$ cat config.mk
export PLATFORM = sky130hd
export DESIGN_NAME = uart_tx
export DESIGN_NICKNAME = d
export VERILOG_FILES = /design/src/rtl/uart_tx_pkg.sv /design/src/rtl/uart_bit_timer.sv /design/src/rtl/uart_tx.sv
export VERILOG_INCLUDE_DIRS = /design/src /design/src/rtl
export SDC_FILE = /design/constraint.sdc
export NUM_CORES = 1
export LEC_CHECK = 0
export ABC_CLOCK_PERIOD_IN_PS = 4800
export CAP_MARGIN = 20
export CORE_MARGIN = 2
export CORE_UTILIZATION = 50
export CTS_CLUSTER_DIAMETER = 50
export DETAILED_ROUTE_END_ITERATION = 7
export PLACE_DENSITY = 0.73
export SLEW_MARGIN = 20
export SYNTH_ARGS = -nofsm -noshare
export SYNTH_HDL_FRONTEND = slang
export SYNTH_SLANG_ARGS = --single-unit
$ cat constraint.sdc
create_clock -name clk -period 4.8 [get_ports clk]
set_clock_uncertainty 0.15 [all_clocks]
set_input_delay 1.2 -clock clk [delete_from_list [all_inputs] [get_ports clk]]
set_output_delay 1.2 -clock clk [all_outputs]
set_load 0.03 [all_outputs]
$ cat src/rtl/define_uart.vh
// Shared UART widths and encodings for the transmitter and receiver.
`ifndef DEFINE_UART_VH
`define DEFINE_UART_VH

`define UART_NUMB_BIT_MAX      8
`define UART_NUMB_BIT_WD       4
`define UART_NUMB_DIV_CLK_WD   16

`define UART_ENUM_PARITY_WD    2
`define UART_PARITY_NONE       2'd0
`define UART_PARITY_ODD        2'd1
`define UART_PARITY_EVEN       2'd2

`define UART_SIZE_STOP_WD      1
`define UART_STOP_1            1'b0
`define UART_STOP_2            1'b1

`define UART_STATE_WD          3
`define UART_STATE_IDLE        3'd0
`define UART_STATE_START       3'd1
`define UART_STATE_DATA        3'd2
`define UART_STATE_PARITY      3'd3
`define UART_STATE_STOP        3'd4

`endif

$ cat src/rtl/uart_tx_pkg.sv
// Typed view of the shared UART defines plus the data-bit-count clamp.
package uart_tx_pkg;
`include "define_uart.vh"

    localparam int NUMB_BIT_MAX = `UART_NUMB_BIT_MAX;
    localparam int NBIT_WD      = `UART_NUMB_BIT_WD;
    localparam int DIV_WD       = `UART_NUMB_DIV_CLK_WD;
    localparam int PAR_WD       = `UART_ENUM_PARITY_WD;
    localparam int STOP_WD      = `UART_SIZE_STOP_WD;
    localparam int STATE_WD     = `UART_STATE_WD;

    localparam logic [PAR_WD-1:0]  PAR_NONE = `UART_PARITY_NONE;
    localparam logic [PAR_WD-1:0]  PAR_ODD  = `UART_PARITY_ODD;
    localparam logic [PAR_WD-1:0]  PAR_EVEN = `UART_PARITY_EVEN;
    localparam logic [STOP_WD-1:0] STOP_2   = `UART_STOP_2;

    typedef enum logic [STATE_WD-1:0] {
        ST_IDLE   = `UART_STATE_IDLE,
        ST_START  = `UART_STATE_START,
        ST_DATA   = `UART_STATE_DATA,
        ST_PARITY = `UART_STATE_PARITY,
        ST_STOP   = `UART_STATE_STOP
    } uart_state_e;

    function automatic logic [NBIT_WD-1:0] clamp_nbit(input logic [NBIT_WD-1:0] n);
        if (n < NBIT_WD'(5))
            return NBIT_WD'(5);
        if (n > NBIT_WD'(NUMB_BIT_MAX))
            return NBIT_WD'(NUMB_BIT_MAX);
        return n;
    endfunction
endpackage

$ cat src/rtl/uart_bit_timer.sv
// Bit-period counter: eob_o pulses in the last cycle of each div_i+1 cycle period while enabled.
// clr_i restarts the period; shared between transmitter and receiver.
module uart_bit_timer #(
    parameter int CNT_WD = 16
) (
    input  logic              clk,
    input  logic              rst,
    input  logic              en_i,
    input  logic              clr_i,
    input  logic [CNT_WD-1:0] div_i,
    output logic              eob_o
);

    logic [CNT_WD-1:0] cnt_q, cnt_d;

    always_comb begin
        eob_o = en_i && (cnt_q == div_i);
        cnt_d = cnt_q + CNT_WD'(1);
        if (clr_i || !en_i || eob_o)
            cnt_d = '0;
    end

    always_ff @(posedge clk or posedge rst) begin
        if (rst)
            cnt_q <= '0;
        else
            cnt_q <= cnt_d;
    end

endmodule

$ cat src/rtl/uart_tx.sv
// UART transmitter: start, 5..MAX data bits LSB first, optional parity, 1 or 2 stop bits.
// Config is captured on accept; rdy_o also rises in the final stop cycle for gapless frames.
module uart_tx
    import uart_tx_pkg::*;
(
    input  logic                    clk,
    input  logic                    rst,
    input  logic [DIV_WD-1:0]       cfg_num_div_clk_i,
    input  logic [NBIT_WD-1:0]      cfg_num_bit_i,
    input  logic [PAR_WD-1:0]       cfg_enm_parity_i,
    input  logic [STOP_WD-1:0]      cfg_siz_stop_i,
    input  logic                    val_i,
    input  logic [NUMB_BIT_MAX-1:0] dat_i,
    output logic                    rdy_o,
    output logic                    uart_tx_o,
    output logic                    busy_o
);

    uart_state_e               state_q, state_d;
    logic [DIV_WD-1:0]         div_q, div_d;
    logic [NBIT_WD-1:0]        nbit_q, nbit_d;
    logic [PAR_WD-1:0]         par_q, par_d;
    logic                      stop2_q, stop2_d;
    logic [NUMB_BIT_MAX-1:0]   shift_q, shift_d;
    logic [NBIT_WD-1:0]        bit_cnt_q, bit_cnt_d;
    logic                      parity_q, parity_d;
    logic                      line_q, line_d;

    logic eob;
    logic last_stop;
    logic accept;

    uart_bit_timer #(
        .CNT_WD (DIV_WD)
    ) u_bit_timer (
        .clk   (clk),
        .rst   (rst),
        .en_i  (state_q != ST_IDLE),
        .clr_i (accept),
        .div_i (div_q),
        .eob_o (eob)
    );

    // In STOP, bit_cnt counts stop bits already completed.
    assign last_stop = (state_q == ST_STOP) && eob && (!stop2_q || (bit_cnt_q == NBIT_WD'(1)));
    assign rdy_o     = (state_q == ST_IDLE) || last_stop;
    assign accept    = val_i && rdy_o;
    assign busy_o    = (state_q != ST_IDLE);
    assign uart_tx_o = line_q;

    always_comb begin
        state_d   = state_q;
        div_d     = div_q;
        nbit_d    = nbit_q;
        par_d     = par_q;
        stop2_d   = stop2_q;
        shift_d   = shift_q;
        bit_cnt_d = bit_cnt_q;
        parity_d  = parity_q;
        line_d    = line_q;

        case (state_q)
            ST_IDLE: begin
                line_d = 1'b1;
            end
            ST_START: begin
                if (eob) begin
                    state_d   = ST_DATA;
                    line_d    = shift_q[0];
                    parity_d  = shift_q[0];
                    shift_d   = {1'b0, shift_q[NUMB_BIT_MAX-1:1]};
                    bit_cnt_d = NBIT_WD'(1);
                end
            end
            ST_DATA: begin
                if (eob) begin
                    if (bit_cnt_q == nbit_q) begin
                        bit_cnt_d = '0;
                        if (par_q != PAR_NONE) begin
                            state_d = ST_PARITY;
                            line_d  = (par_q == PAR_ODD) ? ~parity_q : parity_q;
                        end else begin
                            state_d = ST_STOP;
                            line_d  = 1'b1;
                        end
                    end else begin
                        line_d    = shift_q[0];
                        parity_d  = parity_q ^ shift_q[0];
                        shift_d   = {1'b0, shift_q[NUMB_BIT_MAX-1:1]};
                        bit_cnt_d = bit_cnt_q + NBIT_WD'(1);
                    end
                end
            end
            ST_PARITY: begin
                if (eob) begin
                    state_d   = ST_STOP;
                    line_d    = 1'b1;
                    bit_cnt_d = '0;
                end
            end
            ST_STOP: begin
                if (last_stop) begin
                    state_d = ST_IDLE;
                    line_d  = 1'b1;
                end else if (eob) begin
                    bit_cnt_d = NBIT_WD'(1);
                end
            end
            default: begin
                state_d = ST_IDLE;
                line_d  = 1'b1;
            end
        endcase

        if (accept) begin
            state_d   = ST_START;
            line_d    = 1'b0;
            div_d     = cfg_num_div_clk_i;
            nbit_d    = clamp_nbit(cfg_num_bit_i);
            par_d     = ((cfg_enm_parity_i == PAR_ODD) || (cfg_enm_parity_i == PAR_EVEN))
                        ? cfg_enm_parity_i : PAR_NONE;
            stop2_d   = (cfg_siz_stop_i == STOP_2);
            shift_d   = dat_i;
            bit_cnt_d = '0;
            parity_d  = 1'b0;
        end
    end

    always_ff @(posedge clk or posedge rst) begin
        if (rst) begin
            state_q   <= ST_IDLE;
            div_q     <= '0;
            nbit_q    <= '0;
            par_q     <= PAR_NONE;
            stop2_q   <= 1'b0;
            shift_q   <= '0;
            bit_cnt_q <= '0;
            parity_q  <= 1'b0;
            line_q    <= 1'b1;
        end else begin
            state_q   <= state_d;
            div_q     <= div_d;
            nbit_q    <= nbit_d;
            par_q     <= par_d;
            stop2_q   <= stop2_d;
            shift_q   <= shift_d;
            bit_cnt_q <= bit_cnt_d;
            parity_q  <= parity_d;
            line_q    <= line_d;
        end
    end

endmodule
==> results.toml, run 1 <==
[global_route]
grt_max_degree = 38
gr-total-overflow = 0
antenna_found_initial = 0
grt_pass1_vias = 2054
grt_use_total_pct = 18.6
grt_pass1_wl_um = 9470

[synth]
synth-main-ff-cell = "dfrtp_1"
synthTopCellsByArea = "dfrtp_1 46%, mux2_2 7.9%, xnor2_1 6.5%, mux2_4 5.5%, nor2_1 4.2%"
netlist_instances = 276
synth_top_area_share_pct = 46.1
synth.avg_cell_area_sq_um = 10.8
netlist_area_sq_mm = 0.00298
yosysTopAreaCell = "dfrtp_1"
synthArstFlopShare_pct = 100
ys_seq_elements = 56
yosysWarnings = 0
synth_edf_count = 0
synth_fp_nets = 313
ys_seq_area_share_pct = 47.0
synth.distinct_cells = 46

[run_status]
status = "finished, final reports clean"

[die]
core_sq_mm = 0.00585
die_w_um = 81.3
start_util_pct = 51.0
pin_count = 37
die_h_um = 81.3
die_area_sq_mm = 0.00660
rows = 28

[clock_network]
cts_tree = "yes"
cts_made_buffers = 5
clkTransAtPathRegs_ns = 0.10
cts_sinks = 56
htreeDepth = 2
cts_setup_buffers = 0
postCtsResizedCells = 0
cts_root_buf = "clkbuf_8"
postCtsHoldBufs = 0
cts_buffer_depth = 2
insertion_delay_ns = 0.30

[critical_path]
worst_ep_arrival_time_ns = 2.87
required_ns = 3.45
end_kind = "output port"
worst-path-max-fanout = 13
worst-setup-path-type = "reg -> out"
cp-start-kind = "flip-flop"

[power_and_ir_drop]
leakage_uw = 0.00148
powerDensity_mw_per_mm2 = 454
ir_drop_v = 0.000238

[sta]
grt_setup_unrepaired = "no"
fin_crit_sh_pct = 87.9
maxSlewHeadroom_pct = 47.2
min_period_ns = 4.22
final_hold_viol_count = 0
tns_ns = 0
fmax_ghz = 0.237
worstMarginPinSlew_ns = 0.791
report.final.slew_viol_count = 0
setup_violations = 0

[route]
drt_iter0_drc = 146
via_per_inst = 5.40
drt_pass1_iterations = 4
via_count = 2088
drtAntennaViolNets = 0
wl_per_cell_um = 14.5
routed_wl_um = 5590
drc_errors = 0

[place]
gp_congestion = 0.897
hpwl_um = 4020
placed_area_sq_mm = 0.00339
port_buffers = 36

[cells_and_area]
most-common-layout-cells = "55 x dfrtp_1, 36 x clkdlybuf4s50_1, 33 x nor2_1, 22 x xnor2_1, 21 x mux2_2"
drive_gt1_share_pct = 15.7
nets = 348
n_fill_cell = 481
final_cell_area_sq_mm = 0.00349
finalCoreUtilization_pct = 59.6
layout_commonest_cell = "dfrtp_1"
antenna_cells = 0
syn2layout_area_growth_pct = 16.8

[flow_run]
cap_violations = 0

[hold_path]
min_path_type = "reg -> reg"
[through the flow]
stage                     power (uW)  setup WS, ns  hold slack, ns  instances
after detailed placement        1330         0.763           0.351        379
after CTS                       1590         0.562           0.377        387
after global placement          1310         0.841           0.344        379
after floorplan                 1190          1.44           0.331        276
final                           1580         0.582           0.378        387
after global routing            1690         0.390           0.392        387
[worst paths after layout]
| kind | slack, ns | cells after the start | start | endpoint |
|---|---|---|---|---|
| max | 0.58 | 7 | state_q[0]$_DFFE_PP0P_ | rdy_o |
| min | 0.38 | 1 | shift_q[1]$_DFFE_PP0P_ | shift_q[1]$_DFFE_PP0P_ |
| max reg2reg | 1.88 | 7 | bit_cnt_q[1]$_DFFE_PP0P_ | div_q[9]$_DFFE_PP0N_ |
| min reg2reg | 0.38 | 1 | shift_q[1]$_DFFE_PP0P_ | shift_q[1]$_DFFE_PP0P_ |
| max in group asynchronous | 2.47 | 3 | rst | uart_tx_o$_DFFE_PP1P_ |
| min in group asynchronous | 1.21 | 2 | rst | div_q[11]$_DFFE_PP0N_ |
[sequential cells by signal, indices dropped and copies added (netlist names)]
name	count
div_q	16
u_bit_timer.cnt_q	16
shift_q	8
bit_cnt_q	4
nbit_q	4
state_q	3
par_q	2
parity_q	1
stop2_q	1
uart_tx_o	1
[critical path: stages (launching register included)]
cell and delay [ns]:
dfrtp_1 0.58, or3_1 0.28, nand4_1 0.13, nor3_2 0.22, and2_1 0.37, a21oi_1 0.14, nor3_1 0.14, clkdlybuf4s50_1 0.69
[logic make-up after synthesis]
logic type / share of synthesized area [%]
flops: 47.0
compound gates: 7.30
xor+xnor: 9.98
fa+ha+maj: 1.26
buf+inv: 3.69
mux: 15.1
simple gates: 15.6
[area by class of cell]
cell class / count / area, sq um / share of cell area (%)
Sequential cell: 56 / 1400 / 40.2
Timing Repair Buffer: 39 / 383 / 11.0
Multi-Input combinational cell: 198 / 1470 / 42.2
Clock inverter: 1 / 7.51 / 0.215
Clock buffer: 7 / 86.3 / 2.48
Inverter: 11 / 41.3 / 1.18
Tap cell: 75 / 93.8 / 2.69
[cell usage after synthesis, types with 7 or more instances]
cell and instances:
dfrtp_1 55, mux2_4 11, inv_1 11, xnor2_1 22, o21ai_0 9, a21oi_1 8
xor2_1 12, nand3_1 9, nor3_1 7, mux2_2 21, nand2_1 14, nor2_1 33
[routing by layer]
metal  part of all wire, %  track usage, %  wire length [um]
met1                    47            24.2              2640
met5                     0               0                 0
met3                   3.7            3.67               207
met4                  0.68            4.07                38
met2                    48            32.4              2710
[power by group]
| part | internal [uW] | switching [uW] | leakage [uW] |
|---|---|---|---|
| Sequential | 615 | 123 | 0.000712 |
| Combinational | 319 | 259 | 0.000719 |
| Clock | 118 | 148 | 0.0000445 |
No activity file was read; power rests on OpenSTA's default activity.
==> run 2: changes to the inputs <==
--- a/config.mk
+++ b/config.mk
@@ -8,11 +8,10 @@
 export LEC_CHECK = 0
 export ABC_CLOCK_PERIOD_IN_PS = 4800
 export CAP_MARGIN = 20
-export CORE_MARGIN = 2
-export CORE_UTILIZATION = 50
+export CORE_UTILIZATION = 55
 export CTS_CLUSTER_DIAMETER = 50
 export DETAILED_ROUTE_END_ITERATION = 7
-export PLACE_DENSITY = 0.73
+export PLACE_DENSITY = 0.79
 export SLEW_MARGIN = 20
 export SYNTH_ARGS = -nofsm -noshare
 export SYNTH_HDL_FRONTEND = slang
==> run 2 against run 1 <==
  * Sequential power about the same
  * Maximum frequency about the same
  * Clock-buffer cell count down 1
  * Utilization up 7.6 points
  * Critical path type unchanged
  * Largest power group unchanged
==> results.toml, run 2 (synthesis gave the netlist of run 1 again) <==
[critical_path]
cp-start-kind = "flip-flop"
worst_ep_arrival_time_ns = 2.87
end_kind = "output port"
worst-setup-path-type = "reg -> out"
worst-path-max-fanout = 13
required_ns = 3.45
reg2reg_depth = 6
r2r_slack_ns = 1.90

[power_and_ir_drop]
ir_drop_v = 0.000264
leakage_uw = 0.00148
powerDensity_mw_per_mm2 = 457

[hold_path]
hold_depth = 1
min_path_type = "reg -> reg"

[place]
placed_area_sq_mm = 0.00338
hpwl_um = 4040
port_buffers = 36
gp_congestion = 0.873

[cells_and_area]
antenna_cells = 0
nets = 347
most-common-layout-cells = "55 x dfrtp_1, 36 x clkdlybuf4s50_1, 33 x nor2_1, 22 x xnor2_1, 21 x mux2_2"
final_cell_area_sq_mm = 0.00347
drive_gt1_share_pct = 15.8
syn2layout_area_growth_pct = 16.4
layout_commonest_cell = "dfrtp_1"
reg_top3 = "div_q: 16 flops, u_bit_timer.cnt_q: 16 flops, shift_q: 8 flops"
finalCoreUtilization_pct = 67.2

[die]
die_w_um = 75.7
start_util_pct = 57.7
die_area_sq_mm = 0.00572
core_sq_mm = 0.00517
pin_count = 37
rows = 26
die_h_um = 75.7

[sta]
tns_ns = 0
worstMarginPinSlew_ns = 0.768
report.final.slew_viol_count = 0
fmax_ghz = 0.237
maxSlewHeadroom_pct = 48.7
final_hold_viol_count = 0
min_period_ns = 4.22
setup_violations = 0
fin_crit_sh_pct = 88.0
grt_setup_unrepaired = "no"

[route]
wl_per_cell_um = 14.7
via_count = 2097
drtAntennaViolNets = 0
via_per_inst = 5.50
drc_errors = 0
drt_iter0_drc = 92
routed_wl_um = 5590
drt_pass1_iterations = 4

[clock_network]
cts_sinks = 56
htreeDepth = 2
clkTransAtPathRegs_ns = 0.10
cts_setup_buffers = 0
insertion_delay_ns = 0.31
cts_root_buf = "clkbuf_8"
cts_made_buffers = 5
cts_tree = "yes"
postCtsHoldBufs = 0
postCtsResizedCells = 0
cts_buffer_depth = 2

[global_route]
antenna_found_initial = 0
gr-total-overflow = 0
grt_pass1_wl_um = 9230
grt_max_degree = 38
grt_use_total_pct = 21.6
grt_pass1_vias = 1989

[flow_run]
cap_violations = 0

[run_status]
status = "finished, final reports clean"
run 2: cell count changes in the layout (fill, tap and decap cells not counted), sizes merged:
cell,change
clkbuf,-1
inv,+1
clkinv,+1
buf,-1
clkinvlp,-1
run 2: layout make-up:
type / count / area (sq um)
fill: 398 / 1700
clock inverter: 2 / 13.8
multi-input combinational: 198 / 1470
clock buffer: 6 / 82.6
sequential: 56 / 1400
tap: 70 / 87.6
inverter: 11 / 41.3
timing repair buffer: 38 / 375
run 2: metrics by stage:
| step | setup WS (ns) | hold WS [ns] | instances | total power (uW) |
|---|---|---|---|---|
| 3_5_place_dp | 0.760 | 0.346 | 373 | 1330 |
| 4_1_cts | 0.587 | 0.376 | 381 | 1600 |
| 3_3_place_gp | 0.851 | 0.347 | 373 | 1310 |
| 5_1_grt | 0.341 | 0.394 | 381 | 1690 |
| 6_report | 0.578 | 0.370 | 381 | 1590 |
| 2_1_floorplan | 1.44 | 0.331 | 276 | 1190 |
run 2: path summary, 6_finish.rpt:
| kind | from | to |
|---|---|---|
| setup / recovery | state_q[2]$_DFFE_PP0P_ | rdy_o |
| hold / removal | shift_q[2]$_DFFE_PP0P_ | shift_q[2]$_DFFE_PP0P_ |
| setup reg to reg | bit_cnt_q[0]$_DFFE_PP0P_ | div_q[13]$_DFFE_PP0N_ |
| hold reg to reg | shift_q[2]$_DFFE_PP0P_ | shift_q[2]$_DFFE_PP0P_ |
| max in group asynchronous | rst | uart_tx_o$_DFFE_PP1P_ |
| min in group asynchronous | rst | div_q[10]$_DFFE_PP0N_ |
run 2: metal layers:
| layer | GRT usage, % | wire, um | up-vias |
|---|---|---|---|
| met5 | 0 | 0 | - |
| met4 | 7.20 | 107 | 0 |
| met3 | 3.44 | 190 | 11 |
| met2 | 34.5 | 2640 | 45 |
| met1 | 30.3 | 2650 | 1014 |
| li1 | - | - | 1027 |
run 2: worst max-delay path, cell delays in order, from the launching register on:
cell             delay [ns]
dfrtp_1                0.59
or3_1                  0.27
nand4_1                0.13
nor3_2                 0.23
and2_1                 0.37
a21oi_1                0.14
nor3_1                 0.14
clkdlybuf4s50_1        0.69
run 2: power breakdown:
group	switching [uW]	internal (uW)
sequential	122	615
clock	153	118
combinational	262	319
total	536	1050
